<file path="src/rtl/shift_add_seq_if.sv">
// Handshake and data bundle for the shift-add sequencer.
// The sequencer itself drives the slave side; a requester drives the master side.
interface shift_add_seq_if #(
    parameter int WIDTH = 32
);
    logic             start;
    logic             abort;
    logic [WIDTH-1:0] din;
    logic             sign_in;
    logic             busy;
    logic             done;
    logic [WIDTH-1:0] dout;
    logic [3:0]       term_idx;

    modport master (
        output start,
        output abort,
        output din,
        output sign_in,
        input  busy,
        input  done,
        input  dout,
        input  term_idx
    );

    modport slave (
        input  start,
        input  abort,
        input  din,
        input  sign_in,
        output busy,
        output done,
        output dout,
        output term_idx
    );
endinterface

</file>
<file path="src/rtl/shift_add_seq.sv">
// Sequential shift-add: accumulates din >> k over a fixed 16-term schedule,
// one term per clock, then presents {~sign, acc[30:0]} with a one-cycle done.
module shift_add_seq #(
    parameter int WIDTH  = 32,
    parameter int NTERMS = 16
) (
    input  logic          clk,
    input  logic          rst,
    shift_add_seq_if.slave bus
);

    localparam int IW = $clog2(NTERMS);
    localparam logic [IW-1:0] LAST = IW'(NTERMS - 1);

    typedef enum logic [1:0] {
        IDLE = 2'd0,
        RUN  = 2'd1,
        DONE = 2'd2
    } state_t;

    state_t           state;
    state_t           state_n;
    logic [WIDTH-1:0] acc;
    logic [WIDTH-1:0] acc_n;
    logic [WIDTH-1:0] din_q;
    logic [WIDTH-1:0] din_n;
    logic             sign_q;
    logic             sign_n;
    logic [WIDTH-1:0] dout_q;
    logic [WIDTH-1:0] dout_n;
    logic             done_q;
    logic             done_n;
    logic [IW-1:0]    idx;
    logic [IW-1:0]    idx_n;
    logic [WIDTH-1:0] term;
    logic [WIDTH-1:0] acc_sum;

    // Shift amount 32 is deliberate: it makes the last term contribute zero.
    function automatic logic [5:0] shift_of(input logic [IW-1:0] i);
        logic [5:0] k;
        case (i)
            4'd0:    k = 6'd2;
            4'd1:    k = 6'd4;
            4'd2:    k = 6'd5;
            4'd3:    k = 6'd7;
            4'd4:    k = 6'd9;
            4'd5:    k = 6'd13;
            4'd6:    k = 6'd15;
            4'd7:    k = 6'd18;
            4'd8:    k = 6'd19;
            4'd9:    k = 6'd20;
            4'd10:   k = 6'd22;
            4'd11:   k = 6'd24;
            4'd12:   k = 6'd25;
            4'd13:   k = 6'd27;
            4'd14:   k = 6'd28;
            default: k = 6'd32;
        endcase
        return k;
    endfunction

    assign term    = din_q >> shift_of(idx);
    assign acc_sum = acc + term;

    always_ff @(posedge clk or posedge rst) begin
        if (rst) begin
            state  <= IDLE;
            acc    <= '0;
            din_q  <= '0;
            sign_q <= 1'b0;
            dout_q <= '0;
            done_q <= 1'b0;
            idx    <= '0;
        end else begin
            state  <= state_n;
            acc    <= acc_n;
            din_q  <= din_n;
            sign_q <= sign_n;
            dout_q <= dout_n;
            done_q <= done_n;
            idx    <= idx_n;
        end
    end

    always_comb begin
        state_n = state;
        acc_n   = acc;
        din_n   = din_q;
        sign_n  = sign_q;
        dout_n  = dout_q;
        done_n  = 1'b0;
        idx_n   = idx;
        unique case (state)
            IDLE: begin
                // start outranks abort here; abort only cancels a running job
                if (bus.start) begin
                    din_n   = bus.din;
                    sign_n  = bus.sign_in;
                    acc_n   = '0;
                    idx_n   = '0;
                    state_n = RUN;
                end
            end
            RUN: begin
                if (bus.abort) begin
                    idx_n   = '0;
                    state_n = IDLE;
                end else begin
                    acc_n = acc_sum;
                    if (idx == LAST) begin
                        dout_n  = {~sign_q, acc_sum[WIDTH-2:0]};
                        done_n  = 1'b1;
                        idx_n   = '0;
                        state_n = DONE;
                    end else begin
                        idx_n = idx + 1'b1;
                    end
                end
            end
            DONE: begin
                state_n = IDLE;
            end
            default: begin
                state_n = IDLE;
            end
        endcase
    end

    assign bus.busy     = (state != IDLE);
    assign bus.done     = done_q;
    assign bus.dout     = dout_q;
    assign bus.term_idx = idx;

endmodule

</file>
<file path="src/flat_wrapper.sv">
// flat-port wrapper written by rule: the top's interface ports become plain ports
module shift_add_seq_flat 
#(
    parameter int WIDTH  = 32,
    parameter int NTERMS = 16
)
  (clk, rst, bus_start, bus_abort, bus_din, bus_sign_in, bus_busy, bus_done, bus_dout, bus_term_idx);
  shift_add_seq_if #(.WIDTH(WIDTH)) bus_i ();
  input  logic clk;
  input  logic rst;
  input wire logic [$bits(bus_i.start)-1:0] bus_start;
  input wire logic [$bits(bus_i.abort)-1:0] bus_abort;
  input wire logic [$bits(bus_i.din)-1:0] bus_din;
  input wire logic [$bits(bus_i.sign_in)-1:0] bus_sign_in;
  output wire logic [$bits(bus_i.busy)-1:0] bus_busy;
  output wire logic [$bits(bus_i.done)-1:0] bus_done;
  output wire logic [$bits(bus_i.dout)-1:0] bus_dout;
  output wire logic [$bits(bus_i.term_idx)-1:0] bus_term_idx;
  assign bus_i.start = bus_start;
  assign bus_i.abort = bus_abort;
  assign bus_i.din = bus_din;
  assign bus_i.sign_in = bus_sign_in;
  assign bus_busy = bus_i.busy;
  assign bus_done = bus_i.done;
  assign bus_dout = bus_i.dout;
  assign bus_term_idx = bus_i.term_idx;
  shift_add_seq #(.WIDTH(WIDTH), .NTERMS(NTERMS)) u_core (.clk(clk), .rst(rst), .bus(bus_i));
endmodule
</file>
<file path="config.mk">
export PLATFORM = sky130hd
export DESIGN_NAME = shift_add_seq_flat
export DESIGN_NICKNAME = d
export VERILOG_FILES = /design/src/rtl/shift_add_seq_if.sv /design/src/rtl/shift_add_seq.sv /design/src/flat_wrapper.sv
export SDC_FILE = /design/constraint.sdc
export NUM_CORES = 1
export LEC_CHECK = 0
export CAP_MARGIN = 20
export CORE_AREA = 2 2 114 116
export DETAILED_ROUTE_END_ITERATION = 10
export DIE_AREA = 0 0 116 118
export DONT_BUFFER_PORTS = 1
export PLACE_DENSITY = 0.86
export REMOVE_ABC_BUFFERS = 1
export SLEW_MARGIN = 20
export SYNTH_ARGS = -nofsm -noshare
export SYNTH_HDL_FRONTEND = slang
export SYNTH_SLANG_ARGS = --single-unit
</file>
<file path="constraint.sdc">
create_clock -name clk -period 5.7 [get_ports clk]
set_clock_uncertainty 0.05 [all_clocks]
set_input_delay 1.71 -clock clk [delete_from_list [all_inputs] [get_ports clk]]
set_output_delay 1.71 -clock clk [all_outputs]
set_load 0.005 [all_outputs]
</file>
== Word-level counts from Yosys, hierarchy flattened ==
Memories as Yosys holds them, arrays and structs flattened.
Cells that the tools add are included.
W data, S select, Z words.

* Word-level logic and storage cells: 40
* Input bits: 37
* Output and inout bits: 38
* Bits in read-only memories: 96
* Bits in registers: 104
* Memories: 1

{| class="wikitable"
|+ Memory list
! name !! words !! width !! read ports !! clocked after Yosys merged registers in !! wr ports !! line !! text
|-
| (no name shown) || 16 || 6 || 1 || 0 || 0 || shift_add_seq.sv:41 || <nowiki>case (i)</nowiki>
|}

* Multiplexer cells: 14
* Bitwise logic cells: 2
* Equality and inequality tests: 5
* Add/subtract/negate cells: 2
* Reductions and logical operators: 8
* Shift operators: 1

{| class="wikitable"
|+ Operator list
! operator !! number
|-
| $mux W32 || 2
|-
| $pmux W32 S2 || 1
|-
| $add A32 B32 Y32 || 1
|-
| $shr A32 B6 Y32 || 1
|-
| $mux W4 || 3
|-
| $pmux W4 S2 || 1
|-
| $mux W2 || 3
|-
| $reduce_and A2 Y1 || 3
|-
| $reduce_and A3 Y1 || 2
|-
| $add A4 B1 Y4 const B || 1
|-
| $eq A4 B4 Y1 const B || 1
|-
| $ne A2 B2 Y1 const B || 2
|-
| $pmux W2 S2 || 1
|-
| $reduce_bool A2 Y1 || 2
|-
| $mux W1 || 3
|-
| $ne A3 B2 Y1 const B || 1
|-
| $eq A2 B1 Y1 const B || 1
|-
| $logic_not A2 Y1 || 1
|-
| $not A1 Y1 || 2
|}

== Longest topological paths before layout ==
An unclocked memory read counts as a cell.

* Depth in word-level cells: 5
* Gate-level depth with buffers: 25

== Worst setup path before layout ==
OpenSTA, ideal clock, no wires.

* Path kind: register to register
* From: register u_core.idx[1], in the netlist u_core.bus.term_idx[1]
* To: register u_core.dout_q[30], in the netlist u_core.bus.dout[30]
* Arrival time: 4.486 ns
* Setup slack: 1.039 ns
* Period minus slack after synthesis: 4.661 ns
* Stages on the path, launching flop included: 22
* Library setup time: 0.125 ns
* Buffers on the path: 2
* Required time: 5.525 ns
* Cell sequence: dfrtp_1 > inv_2 > ha_1 > mux4_2 > buf_6 > buf_6 > mux4_2 > mux2i_1 > nor2_1 > nor3_2 > ha_1 > inv_1 > fa_1 > nor2b_1 > o31ai_1 > a21oi_1 > o21ai_1 > a211oi_1 > o221ai_1 > and2b_1 > xnor3_1 > mux2_2

* Cells in the longest elaborated chain, start to end: 3

{| class="wikitable"
|+ Ends and longest elaborated chain
! what !! line !! text
|-
| start: declaration || shift_add_seq.sv:33 || <nowiki>logic [IW-1:0] idx;</nowiki>
|-
| start signal: assignment || shift_add_seq.sv:81 || <nowiki>idx <= idx_n;</nowiki>
|-
| $mem_v2 Z16 W6 || -- ||
|-
| $shr A32 B6 Y32 || shift_add_seq.sv:62 || <nowiki>assign term = din_q >> shift_of(idx);</nowiki>
|-
| $add A32 B32 Y32 || shift_add_seq.sv:63 || <nowiki>assign acc_sum = acc + term;</nowiki>
|-
| end signal: assignment || shift_add_seq.sv:79 || <nowiki>dout_q <= dout_n;</nowiki>
|-
| end: declaration || shift_add_seq.sv:29 || <nowiki>logic [WIDTH-1:0] dout_q;</nowiki>
|}

Several ways; a longest one is shown, not always the timed one.
A chain may end at the register's enable or synchronous reset.

== Final worst setup path ==
* From: register u_core.idx[0], in the netlist u_core.bus.term_idx[0]
* To: register u_core.dout_q[30], in the netlist u_core.bus.dout[30]

Same word-level chain as after synthesis.

==> results.md <==
- The clock tree from TritonCTS is done.
- The share of synthesized area in the top cell type comes to 0.355.
- In this run the standard cell core region covers 0.0124 sq mm.
- The highest ir drop seen on vdd is ~0.2 mV.
- The clock buffer count from CTS is 9.
- The via count of the first global-routing pass was 5,898.
- The commonest cells after synthesis are 130 x nand2_1, 103 x dfrtp_1, 71 x mux2i_1, 48 x a21oi_1, 44 x mux2_2.
- The post-route DRC violation count is 0.
- The violation count after the first detailed-route iteration is 240.
- The setup TNS is 0 ns.
- Dividing the detail-routed via count by the number of cells gives 6.24.
- The final design instance area without fill is between 0.007 and 0.008 sq mm.
- Measured against its own limit, the worst slew margin works out to 0.366.
- The type of the most critical hold path is flop to flop.
- The total overflow reported by the global router is 0.
- In this run the cell area of the synthesized design comes to 0.00726 sq mm.
- The analysis attributes to cell leakage a power of 3.84 nW.
- The worst setup path is launched from a flop.
- Setup repair after global routing left no endpoint under its margin.
- The number of unique standard cell types used by synthesis is 69.
- The maximum count of clock buffers along a single path is 2.
- Summing all placed instances gives a cell area of between 0.007 and 0.008 sq mm.
- The start point of the worst min-delay path is u_core.sign_q.
- The share of final-layout standard cells stronger than drive strength 1 is 0.139.
- The most critical setup path has its startpoint at u_core.bus.term_idx[0].
- At the pin with the least slew margin, the transition time is 0.950 ns.
- The number of placement rows is 41.
- In this run, post-CTS hold repair placed 0 buffers.
- For this run, the total global-route usage over all layers was measured as 0.277.
- The mean area per synthesized cell is about 9.5 sq um.
- The detailed router placed 5,832 vias in this run.
- The most instantiated flip-flop cell in the synthesis netlist is dfrtp_1.
- The first global-routing pass estimated 29.7 mm of wire.
- The run finished with clean final reports.
- The number of register bits inferred by synthesis is about 100.
- The worst setup path is captured at a flop.
- nand2_1 is the most common cell in the netlist.
- dfrtp_1 takes more of the synthesized area than any other cell.
- The clock transition at the register clock pins on the worst setup and hold paths after CTS is 0.08 ns.
- Setup slack on the critical path of the routed design comes to 0.243 ns.
- The initial antenna violation count is 0.
- The count of warnings emitted by yosys is 0.
- The number of pins exceeding their max-slew limit in the final report is 0.
- The die outline height is 118 um.
- The floorplan step set the die width to approximately 120 um.
- The number of antenna repair diodes is 0.
- The largest net degree at the start of global routing is 54.
- The worst setup path is of the flop to flop kind.
- For the worst setup path, the data required time is just under 6 ns.
- The synthesized instance count is 763.
- The worst reg2reg path startpoint is u_core.bus.term_idx[0].
- The minimum setup slack after placement is 0.120 ns.
- Static timing analysis puts the maximum clock frequency at 183 MHz.
- The average detailed-routed wire length per instance is 20.2 um.
- The final count of negative-setup-slack endpoints is 0.
- The die area is 0.0137 sq mm.
- During placement, the flow inserted port buffers numbering 0.
- The effective utilization at floorplan is 0.585.
- The share of flip-flops with an asynchronous set or reset is 1.00.
- The post-synthesis to final-layout area growth is 7.06%.
- CTS placed an instance of clkbuf_16 at the clock tree root.
- The arrival time at the worst endpoint is 5.67 ns.
- Detailed placement ended at an HPWL of ~14 mm.
- The number of iterations in the first detailed-routing pass is 5.
- Once detail routing completed, the nets flagged for antenna violations numbered 0.
- The final count of hold timing violations is 0.
- For this design the ratio of total power to cell area is between 500 and 600 mW/mm^2.
- The sequential area share after synthesis is 0.355.
- Clock tree synthesis found a total of between 100 and 150 sinks.
- The final layout contains routed wiring with a total length of 18.8 mm.
- The final weighted congestion in routability-driven placement is roughly 0.96.
- Max-cap violations in this run came to 0.
- The minimum clock period after layout is ~5.5 ns.
- The largest fanout on the critical path is 10.
- The final cycle utilization of the critical path is 0.957.
- At the end of the flow, the number of nets in the layout was about 830.
- By area the synthesized netlist is led by dfrtp_1 35%, mux2i_1 9.8%, mux2_2 6.8%.
- The clock reaches the later pin of the worst-skew pair after 0.37 ns.
- In this run the count of I/O pins placed on the die edge is 75.
- The number of synthesized flops with an enable pin is 0.
- The count of H-tree levels built during CTS is 3.
[where the power goes]
group / internal (mW) / switching, mW / total (mW)
combinational: 1.01 / 1.40 / 2.41
sequential: 0.868 / 0.102 / 0.970
clock: 0.344 / 0.293 / 0.636
total: 2.23 / 1.79 / 4.02
[timing repair]
action,CTS,global route
endpoints found under the setup margin,0,9
buffers inserted,0,5
gates resized for setup,0,4
endpoints found under the hold margin,0,0
[layout make-up]
type	count	area [sq um]
clock buffers	10	229
clock inverters	6	68.8
fillers	1049	4640
inverters	14	55.1
multi-input cells	606	4450
flip-flops and latches	103	2580
well taps	172	215
repair buffers	23	185
[per-layer routing]
metal,up-vias,track usage,wire length (um)
met3,38,0.0417,785
met4,0,0.105,503
met1,2862,0.353,7950
met2,182,0.471,9580
li1,2750,-,-
met5,-,0,0
[metrics by stage]
stage          hold WS [ns]  utilization  power (mW)  cells
2_1_floorplan         0.386            -        2.74    722
3_3_place_gp          0.395        0.596        3.23    912
3_5_place_dp          0.421        0.596        3.31    912
4_1_cts               0.430        0.620        3.95    928
5_1_grt               0.473        0.626        4.29    934
6_report              0.433        0.626        4.02    934
[placed cells by master, fill, tap and decap left out, types with 3 or more instances in the layout]
cell type and instances:
o21ai_1 9, nor2_1 35, nand2_1 130, mux4_2 5, nand3_1 10, o21a_1 4, a211oi_1 12, mux2_2 44
o21ai_0 27, xnor2_1 14, a21o_1 18, a22o_1 27, nor2b_1 7, xor2_1 13, a221o_1 4, buf_4 22
inv_1 12, a211oi_2 3, mux2i_1 69, nand2b_1 4, ha_1 38, dfrtp_1 102, clkbuf_16 9, o211ai_1 5
and2_1 10, a21oi_1 48, nor3_1 7, and3_1 10, nand4_1 3, a31oi_1 5
[logic make-up after synthesis]
logic type      count (synthesis)  synth area share
mux                           121             0.183
simple gates                  228             0.138
compound gates                189             0.181
fa+ha+maj                      39            0.0682
buf+inv                        55            0.0391
xor+xnor                       28            0.0357
flops                         103             0.355
[state kept, by name, summed over array words and instances, names as in the netlist]
signal and cells:
u_core.sign_q 1, u_core.state 2, u_core.acc 31, u_core.bus.term_idx 4
u_core.bus.dout 32, u_core.din_q 32, u_core.bus.done 1
[final timing paths]
check	end	slack, ns	depth (start not counted)
min in group asynchronous	u_core.bus.dout[1]	1.24	1
min reg2reg	u_core.bus.dout[31]	0.43	1
min	u_core.bus.dout[31]	0.43	1
max	u_core.bus.dout[30]	0.24	23
max reg2reg	u_core.bus.dout[30]	0.24	23
max in group asynchronous	u_core.din_q[29]	3.27	2
[worst max-delay path: stages (launching register included)]
cell      delay (ns)
dfrtp_2         0.50
inv_1           0.14
ha_1            0.21
a21oi_1         0.08
a211o_1         0.30
o21ai_2         0.14
mux2i_1         0.55
mux2i_2         0.21
mux2i_2         0.29
mux2i_1         0.15
nor2_1          0.21
nor3_2          0.07
ha_1            0.22
inv_1           0.08
fa_1            0.21
nor2b_1         0.07
o31ai_1         0.40
a21oi_1         0.16
o21ai_1         0.29
a211oi_1        0.14
o221ai_1        0.16
and2b_1         0.20
xnor3_1         0.23
mux2_2          0.28
Power figures use the tool's default switching activity.
